`src/rtl/led_frame_ctrl.sv`:
```
// rtl/led_frame_ctrl.sv - double-buffered LED frame controller; optional column scroll via LED_FRAME_SCROLL_EN
module led_frame_ctrl #(
   parameter int NUM_ROWS         = 4,
   parameter int NUM_ROWS_WIDTH   = 2,
   parameter int NUM_COLS         = 8,
   parameter int FRAME_HOLD       = 1000,
   parameter int FRAME_HOLD_WIDTH = 10
) (
   input  logic                         clk,
   input  logic                         i_rst_n,
   input  logic                         i_wr_valid,
   output logic                         o_wr_ready,
   input  logic [NUM_ROWS_WIDTH-1:0]    i_wr_row,
   input  logic [NUM_COLS-1:0]          i_wr_data,
   input  logic                         i_commit,
`ifdef LED_FRAME_SCROLL_EN
   input  logic                         i_scroll,
`endif
   output logic                         o_commit_done,
   output logic                         o_frame_tick,
   output logic [NUM_ROWS*NUM_COLS-1:0] o_rows_flat
);

   localparam logic [FRAME_HOLD_WIDTH-1:0] HOLD_LAST = FRAME_HOLD_WIDTH'(FRAME_HOLD - 1);
   localparam logic [NUM_ROWS_WIDTH-1:0]   LAST_ROW  = NUM_ROWS_WIDTH'(NUM_ROWS - 1);
   localparam logic [NUM_ROWS_WIDTH:0]     ROW_LIMIT = (NUM_ROWS_WIDTH + 1)'(NUM_ROWS);

   typedef enum logic [1:0] {IDLE, PENDING, SWAP, COPY} state_t;

   state_t                        state;
   logic                          front_sel;
   logic                          back_sel;
   logic [NUM_COLS-1:0]           mem [2][NUM_ROWS];
   logic [NUM_ROWS_WIDTH-1:0]     copy_row;
   logic [FRAME_HOLD_WIDTH-1:0]   frame_cnt;
   logic                          wr_fire;
   logic [NUM_ROWS*NUM_COLS-1:0]  next_flat;

   assign back_sel     = ~front_sel;
   assign wr_fire      = i_wr_valid && o_wr_ready;
   assign o_frame_tick = (frame_cnt == HOLD_LAST);

   // Free-running frame period counter, 0..FRAME_HOLD-1
   always_ff @(posedge clk or negedge i_rst_n) begin
      if (!i_rst_n)
         frame_cnt <= '0;
      else if (o_frame_tick)
         frame_cnt <= '0;
      else
         frame_cnt <= frame_cnt + 1'b1;
   end

   // Commit FSM owning both buffers: back-buffer writes, frame-aligned swap, front-to-back copy
   always_ff @(posedge clk or negedge i_rst_n) begin
      if (!i_rst_n) begin
         state         <= IDLE;
         front_sel     <= 1'b0;
         copy_row      <= '0;
         o_wr_ready    <= 1'b1;
         o_commit_done <= 1'b0;
         for (int b = 0; b < 2; b++)
            for (int r = 0; r < NUM_ROWS; r++)
               mem[b][r] <= '0;
      end else begin
         case (state)
            IDLE: begin
               // Out-of-range rows complete the handshake but are dropped
               if (wr_fire && ({1'b0, i_wr_row} < ROW_LIMIT))
                  mem[back_sel][i_wr_row] <= i_wr_data;
               if (i_commit) begin
                  state      <= PENDING;
                  o_wr_ready <= 1'b0;
               end
            end
            PENDING: begin
               if (o_frame_tick)
                  state <= SWAP;
            end
            SWAP: begin
               front_sel     <= ~front_sel;
               copy_row      <= '0;
               o_commit_done <= (LAST_ROW == '0);
               state         <= COPY;
            end
            COPY: begin
               // front_sel already points at the new image here
               mem[back_sel][copy_row] <= mem[front_sel][copy_row];
               if (copy_row == LAST_ROW) begin
                  state         <= IDLE;
                  o_wr_ready    <= 1'b1;
                  o_commit_done <= 1'b0;
               end else begin
                  copy_row      <= copy_row + 1'b1;
                  o_commit_done <= (copy_row + 1'b1 == LAST_ROW);
               end
            end
            default: state <= IDLE;
         endcase
      end
   end

`ifdef LED_FRAME_SCROLL_EN
   localparam int                OFF_W    = (NUM_COLS > 1) ? $clog2(NUM_COLS) : 1;
   localparam logic [OFF_W-1:0]  OFF_LAST = OFF_W'(NUM_COLS - 1);

   logic [OFF_W-1:0] col_off;
   logic [OFF_W-1:0] col_off_next;

   function automatic logic [NUM_COLS-1:0] rotl(input logic [NUM_COLS-1:0] v,
                                                input logic [OFF_W-1:0]    s);
      logic [2*NUM_COLS-1:0] d;
      d = {v, v} << s;
      return d[2*NUM_COLS-1:NUM_COLS];
   endfunction

   // Scroll offset advances on ticks where scrolling is requested
   always_comb begin
      col_off_next = col_off;
      if (o_frame_tick && i_scroll)
         col_off_next = (col_off == OFF_LAST) ? '0 : col_off + 1'b1;
   end

   // Column offset register, survives swaps
   always_ff @(posedge clk or negedge i_rst_n) begin
      if (!i_rst_n)
         col_off <= '0;
      else
         col_off <= col_off_next;
   end
`endif

   // Next displayed image: the incoming front buffer at the swap edge, otherwise the current one
   always_comb begin
      next_flat = '0;
      for (int r = 0; r < NUM_ROWS; r++) begin
         logic [NUM_COLS-1:0] row_src;
         row_src = (state == SWAP) ? mem[back_sel][r] : mem[front_sel][r];
`ifdef LED_FRAME_SCROLL_EN
         next_flat[r*NUM_COLS +: NUM_COLS] = rotl(row_src, col_off_next);
`else
         next_flat[r*NUM_COLS +: NUM_COLS] = row_src;
`endif
      end
   end

   // Registered row-data output toward the multiplexer
   always_ff @(posedge clk or negedge i_rst_n) begin
      if (!i_rst_n)
         o_rows_flat <= '0;
      else
         o_rows_flat <= next_flat;
   end

endmodule

```
`config.mk`:
```
export PLATFORM = sky130hd
export DESIGN_NAME = led_frame_ctrl
export DESIGN_NICKNAME = d
export VERILOG_FILES = /design/src/rtl/led_frame_ctrl.sv
export SDC_FILE = /design/constraint.sdc
export NUM_CORES = 1
export LEC_CHECK = 0
export CORE_MARGIN = 4
export CORE_UTILIZATION = 25
export CTS_CLUSTER_SIZE = 16
export DETAILED_ROUTE_END_ITERATION = 7
export SLEW_MARGIN = 30
export SYNTH_ARGS = -nofsm -noshare
export SYNTH_HDL_FRONTEND = slang
export SYNTH_SLANG_ARGS = --single-unit
export TNS_END_PERCENT = 10
```
`constraint.sdc`:
```
create_clock -name clk -period 2.6 [get_ports clk]
set_input_delay 0.52 -clock clk [delete_from_list [all_inputs] [get_ports clk]]
set_output_delay 0.52 -clock clk [all_outputs]
set_load 0.005 [all_outputs]
```
# == After elaboration in Yosys (flattened, before gate mapping) ==
# Cells that the tools add are included.
# totals
reg_bits,113
latchBits,0
ramBits,0
mem_bits_ro,0
inputBits,14
output_inout_bits,35
elab_cells,88
n_memories,0
# op_classes
addsub,2
mul,0
n_div,0
n_lt_le_gt_ge,7
eq_ne,11
n_shift,0
muxes,37
bitwise,5
reduce_logical,11
# ops
op,n
$mux 32,8
$bwmux 64,2
$pmux 64 s2,1
$demux 32 s1,2
$mux 64,1
$mux 8,8
$demux 8 s2,2
$bmux 8 s2,1
$add 10x1->10 const B,1
$eq 10x10->1 const B,1
$mux 10,1
$ne 2x2->1 const B,5
$eq 2x2->1 const B,4
$mux 2,4
$pmux 2 s4,1
$ge 3x3->1 const B,2
$lt 3x1->1 const B,2
$not 2->3,2
$reduce_and 3->1,2
$ge 2x2->1 const B,2
$logic_and 1x1->1,4
$not 1->2,2
$pmux 1 s2,2
$pmux 2 s2,1
8 further kinds,12

# == Logic depth before layout (Yosys ltp) ==
# Gate-level depths: netlist (run 1).
# depth
ltp_word,10
ltp_mapped,9
depth_no_buf,6

# == Worst setup path after synthesis (run 1) ==
# Ideal clock, no wire load.
# synth_path
path_type,register to register
from,register copy_row[0]
to,register mem[63] in the netlist's numbering
setup_ns,0.141
t_arrival_ns,1.932
required_ns,2.459
setup_slack_ns,0.528
path_stages_with_launch,9
path_buffers,3
period_less_slack_ns,2.072
cell_sequence,dfrtp_1 > buf_2 > buf_2 > inv_1 > ha_1 > and2_1 > o2bb2ai_1 > clkbuf_2 > o221ai_1
# synth_between
elab_chain_len,9
word_cells_on_any_way,13
cone_classes,order compare (2); mux (9); bitwise (1); reduce/logical (1)
# synth_rtl
item,line,source
"start, declared",34,logic [NUM_ROWS_WIDTH-1:0] copy_row;
"start signal, assigned",93,copy_row <= copy_row + 1'b1;
$not 2->3 (implied by the code) (*),87,mem[back_sel][copy_row] <= mem[front_sel][copy_row];
$ge 3x3->1 (implied by the code) / $lt 3x1->1 (equally long branches),87,
$logic_and 1x1->1 (implied by the code),87,
$mux 8 (implied by the code),87,
$demux 8 s2,87,
$mux 32 (implied by the code),87,
$demux 32 s1,87,
$bwmux 64 (*),87,
$pmux 64 s2 (*),65,case (state)
"end signal, assigned by index",69,mem[back_sel][i_wr_row] <= i_wr_data;
"end signal, assigned by index",87,
"end, declared",33,logic [NUM_COLS-1:0] mem [2][NUM_ROWS];
# Mark *: on every way between the ends. The rest lies on a longest branch, timed or not. The select of a mux whose other input is x is not followed.
# A chain may end at the register's enable or synchronous reset.

# == Worst setup path in the final report (run 1) ==
# layout_path
from,register frame_cnt[0]
to,output port o_frame_tick
# layout_between
elab_chain_len,1
# layout_rtl
item,line,source
"start, declared",35,logic [FRAME_HOLD_WIDTH-1:0] frame_cnt;
"start signal, assigned",50,frame_cnt <= frame_cnt + 1'b1;
$eq 10x10->1,41,assign o_frame_tick = (frame_cnt == HOLD_LAST);
"end, declared",20,"output logic o_frame_tick,"
# Every way passes these cells.

==> results.cfg, run 1 <==
[sta]
tightest_slew_ns = 0.716
final_max_slew_viol_count = 0
fin_ws_ns = 0.136
finalCritPeriodShare = 0.948
relSlewSlack = 0.520
fin_setup_tns_ns = 0
rsz0062_at_grt = no
skew_ns = 0.0121
hold_viol_final = 0
setup_viol = 0
max_freq_mhz = 406
min_period_ns = 2.46

[synthesis]
yosysTopAreaCell = dfrtp_1
yosys_warnings = 0
synth-seq-area-share = 0.482
yosysTopAreaCellShare = 0.477
synth_area_um2 = 5870
synth-edff-count = 0
yosys.cell_types.count = 58
ys_async_sr_fraction = 1.00
avgSynthCellArea_um2 = 11.5
synth_ff_type = dfrtp_1
netlist_instances = 511
ys_seq_elements = 113
syn-num-nets = 535
synth_area_leaders = dfrtp_1, o221ai_1, nand2_1

[floorplanning]
fp-row-count = 55
core_um2 = 22800
num_io_pins = 49
fp.dieW_um = 161
die_area_um2 = 26000
start_util = 0.257
die_h_um = 161

[worst_setup_path]
crit_path_max_fanout = 6
critPathTopFamily = buffers and inverters
worst_r2r_endpoint = mem[11]$_DFFE_PN0P_
worst_ep_required_time_ns = 2.08
cp_num_cells = 4
cp-end-kind = primary output
crit_chain = ha_2 -> nand3_2 -> nor4_4 -> clkdlybuf4s50_1
rrSetupSlack_ns = 0.44
reg2reg_depth = 5
worstReg2RegStart = state[1]$_DFFE_PN0P_
cp_slowest_cell = clkdlybuf4s50_1
path_buf_inv = 1
cp_slowest_stage_delay_ns = 0.55
worstSetupPathType = flip-flop to primary output
start_kind = flip-flop
critPathArrivalTime_ns = 1.94

[detailed_routing]
wirelength_um = 16000
drc = 0
first_iter_violations = 460
dr.pass1.iters = 5
ant_nets = 0
wire_per_inst_um = 17.8
vias = 4422
detail_route.vias_per_cell = 4.91

[place]
numPortBuffers = 48
place_congestion = 0.773
place_ws_ns = 0.308
dp.final_hpwl_um = 11000

[clock_network]
clockBufferDepth = 2
htree_levels = 4
clock_sinks = 113
path_clk_slew_ns = 0.06
post_cts_buffers = 0
insertion_delay_ns = 0.42
tritoncts = done
root_buffer = clkbuf_16
cts-buffers-inserted = 17

[power_and_ir_drop]
ir_worst_vdd_uv = 328
power.density_nw_per_um2 = 572
p_leak_nw = 3.07

[job]
maxCapViolCount = 0

[global_route]
grt_max_degree = 53
grt_overflow = 0
grt_pass1_vias = 4601
grt_usage = 0.128
grt_pass1_wl_um = 26100
antenna_found_initial = 0

[layout]
antenna_cells = 0
layout-drive-gt1-share = 0.210
final_cell_mix = dfrtp_1, nand2_1, o221ai_1
final_common_cell = dfrtp_1
area_growth_syn_to_layout_pct = 25.6
finalNetCount = 598

[worst_hold_path]
hold_class = primary input to asynchronous set/reset pin

[outcome]
status = finished clean
## per-stage QoR
| step | util | std cells | total power [mW] | hold slack, ns | instance area, um2 |
|---|---|---|---|---|---|
| 2_1_floorplan | - | 511 | 1.86 | 0.224 | 5870 |
| 3_3_place_gp | 0.298 | 868 | 1.97 | 0.447 | 6800 |
| 3_5_place_dp | 0.298 | 868 | 1.97 | 0.453 | 6800 |
| 4_1_cts | 0.323 | 900 | 4.28 | 0.0827 | 7380 |
| 5_1_grt | 0.323 | 900 | 4.37 | 0.108 | 7380 |
| 6_report | 0.323 | 900 | 4.22 | 0.0781 | 7380 |
## worst max path at each step
stage / startpoint / end / slack [ns]
after global placement: i_wr_valid / mem[5]$_DFFE_PN0P_ / 0.33
after detailed placement: i_wr_valid / mem[5]$_DFFE_PN0P_ / 0.31
final: frame_cnt[0]$_DFF_PN0_ / o_frame_tick / 0.14
after global routing: frame_cnt[0]$_DFF_PN0_ / o_frame_tick / 0.04
after CTS: frame_cnt[0]$_DFF_PN0_ / o_frame_tick / 0.03
after floorplan: copy_row[0]$_DFFE_PN0P_ / mem[63]$_DFFE_PN0P_ / 0.53
## cell usage after synthesis, types with 6 or more instances
cell type	n
a21oi_1	7
buf_2	16
nor2b_1	8
mux4_2	10
mux2i_4	8
ha_1	10
mux2_2	30
inv_1	8
nand2b_1	9
o21a_1	16
nand2_1	110
dfrtp_1	112
o22ai_1	17
nor2_1	24
mux4_1	6
o221ai_1	48
## flip-flops by register name (all words and copies together) (netlist names)
name and count:
mem 64, o_rows_flat 32, frame_cnt 10, copy_row 2
state 2, front_sel 1, o_commit_done 1, o_wr_ready 1
## power by group
group | internal (mW) | total, mW | switching [mW]
clock | 1.34 | 2.29 | 0.944
sequential | 1.77 | 1.78 | 0.00885
combinational | 0.0623 | 0.157 | 0.0952
## final cells by class
type	instances	area (um2)
Clock inverter	15	151
Fill cell	2338	15500
Inverter	9	33.8
Timing Repair Buffer	69	661
Clock buffer	17	425
Multi-Input combinational cell	364	2890
Sequential cell	113	2830
Tap cell	313	392
## metal layers
layer	GRT usage	part of all wire
met3	0.0337	0.055
met1	0.177	0.47
met2	0.193	0.46
met5	0	0
met4	0.0454	0.018
## cells by family after synthesis
group                    after synthesis  share of synthesized area
flip-flops                           113                      0.482
buffers and inverters                 34                     0.0292
multiplexers                          59                      0.163
AO/OA/AOI/OAI                        106                      0.146
XOR/XNOR                               6                     0.0102
adder cells (fa/ha/maj)               10                     0.0213
AND/OR/NAND/NOR                      183                      0.149
## what timing repair did
| item | 4_1_cts | 5_1_grt |
|---|---|---|
| hold buffers | 0 | 0 |
| endpoints found under the setup margin | 0 | 1 |
| resized for setup | 0 | 1 |
Power figures use the tool's default switching activity.
==> run 2: changes to the inputs <==
- GPL_ROUTABILITY_DRIVEN: not set -> 0
==> results of run 2 <==
Final layout, timing and power as in run 1 (identical DEF).
==> run 3: changes to the inputs <==
--- a/config.mk
+++ b/config.mk
@@ -12,2 +12,4 @@
 export GPL_ROUTABILITY_DRIVEN = 0
+export GPL_TIMING_DRIVEN = 0
+export SKIP_LAST_GASP = 1
 export SLEW_MARGIN = 30
==> constraint.sdc (replaced) <==
create_clock -name clk -period 2.6 [get_ports clk]
set_input_delay 0.65 -clock clk [delete_from_list [all_inputs] [get_ports clk]]
set_output_delay 0.65 -clock clk [all_outputs]
set_load 0.005 [all_outputs]
==> run 3 against run 2 <==
Effect of this change:
- die area is the same
- global-route usage rose by 0.39 points
- core utilization increased by 0.50 points
- clock power up 7%
- final area increased by 1.5%
- sequential power about the same
- highest routed layer unchanged
==> results.cfg, run 3 (synthesis gave the netlist of run 1 again) <==
[worst_hold_path]
hold_class = primary input to asynchronous set/reset pin

[detailed_routing]
ant_nets = 0
dr.pass1.iters = 5
wl_met2_um = 7600
wire_per_inst_um = 18.4
wirelength_um = 16700
met1_length_um = 7780
drc = 0
wl_met3_um = 1050
detail_route.vias_per_cell = 5.00
vias = 4528
first_iter_violations = 465
top_layer = met4

[layout]
multi_input_area_um2 = 2950
largest_register_ff_count = 64
area_growth_syn_to_layout_pct = 27.6
final_cells = 905
final_cell_mix = dfrtp_1, nand2_1, o221ai_1
regArea_um2 = 2830
layout-drive-gt1-share = 0.211
final_common_cell = dfrtp_1
fill_cells = 2311
top_register = mem
reg_top3 = mem (64), o_rows_flat (32), frame_cnt (10)
finalNetCount = 604
antenna_cells = 0

[clock_network]
cts-buffers-inserted = 17
insertion_delay_ns = 0.42
path_clk_slew_ns = 0.05
tritoncts = done
clock_sinks = 113
htree_levels = 4
clockBufferDepth = 2
root_buffer = clkbuf_16
holdBufCountCts = 0

[global_route]
grt_pass1_wl_um = 26500
antenna_found_initial = 0
grt_overflow = 0
grt_pass1_vias = 4495
grt_max_degree = 61
grt_usage = 0.131

[job]
maxCapViolCount = 0

[sta]
min_period_ns = 2.53
max_freq_mhz = 395
rsz0062_at_grt = yes
tightest_slew_ns = 0.809
relSlewSlack = 0.457
hold_viol_final = 0
finalCritPeriodShare = 0.973
skew_ns = 0.0105
final_max_slew_viol_count = 0
setup_viol = 0

[floorplanning]
die_h_um = 161
core_um2 = 22800
fp.dieW_um = 161
fp-row-count = 55
die_area_um2 = 26000
start_util = 0.257
num_io_pins = 49

[worst_setup_path]
cp_slowest_cell = dfrtp_1
crit_path_max_fanout = 10
critPathTopFamily = buffers and inverters
cp_slowest_stage_delay_ns = 0.38
start_kind = flip-flop
cp-end-kind = flip-flop
crit_chain = buf_2 -> clkbuf_4 -> inv_1 -> ha_1 -> and2_1 -> o22ai_4 -> buf_2 -> o221ai_1
worst_ep_required_time_ns = 2.87
critPathArrivalTime_ns = 2.81
path_buf_inv = 4
cp_common_cell = buf_2
worstSetupPathType = flip-flop to flip-flop

[power_and_ir_drop]
p_total_mw = 4.39
power.density_nw_per_um2 = 585
p_leak_nw = 3.12
ir_worst_vdd_uv = 377

[place]
dp.final_hpwl_um = 11500
numPortBuffers = 48
placed_cells = 873

[outcome]
status = finished clean
run 3: cell types whose count changed in the layout (fill, tap and decap cells not counted), sizes merged, moves of 2 or more:
cell	previous run	this run
buf	22	20
bufinv	1	3
clkbuf	17	31
clkinvlp	2	0
inv	15	9
run 3: per-layer routing:
metal  vias to the layer above  GRT usage
met3                        17     0.0314
li1                       2050          -
met2                       178      0.198
met4                         0     0.0384
met1                      2283      0.188
met5                         -          0
run 3: through the flow:
step / cell area, um2 / TNS [ns] / util / hold WS [ns] / setup WS (ns)
floorplan: 5870 / 0 / - / 0.354 / 0.528
global placement: 6750 / -406.68 / 0.295 / 0.453 / -3.59
detailed placement: 6780 / -3.43 / 0.297 / 0.462 / -0.274
CTS: 7440 / -0.235 / 0.325 / 0.165 / -0.0718
global route: 7490 / -0.0439 / 0.328 / 0.177 / -0.0211
finish: 7490 / 0 / 0.328 / 0.149 / 0.0698
run 3: repair_timing:
action                     in CTS  in global routing
gates resized for setup         3                 10
setup endpoints to repair      21                 33
pin swaps                       1                  2
buffers inserted                1                  0
run 3: power breakdown:
group / internal, mW / total [mW] / switching, mW
combinational: 0.0583 / 0.153 / 0.0949
clock: 1.63 / 2.45 / 0.823
sequential: 1.77 / 1.78 / 0.00812
run 3: path summary, 6_finish.rpt:
| path | from | end | slack (ns) | cells after the start |
|---|---|---|---|---|
| max | copy_row[0]$_DFFE_PN0P_ | mem[30]$_DFFE_PN0P_ | 0.07 | 8 |
| min | i_rst_n | o_rows_flat[28]$_DFF_PN0_ | 0.15 | 1 |
| max reg2reg | copy_row[0]$_DFFE_PN0P_ | mem[30]$_DFFE_PN0P_ | 0.07 | 8 |
| min reg2reg | frame_cnt[0]$_DFF_PN0_ | frame_cnt[0]$_DFF_PN0_ | 0.50 | 1 |
| max in group asynchronous | i_rst_n | mem[30]$_DFFE_PN0P_ | 1.82 | 2 |
| min in group clk | frame_cnt[0]$_DFF_PN0_ | frame_cnt[0]$_DFF_PN0_ | 0.50 | 1 |
run 3: final cells by class:
class                      count  area share
buffer                        25      0.0194
clock buffer                  23      0.0665
clock inverter                 8      0.0169
inverter                       9     0.00451
multi-input combinational    364       0.393
sequential                   113       0.378
tap                          313      0.0523
timing repair buffer          50      0.0698
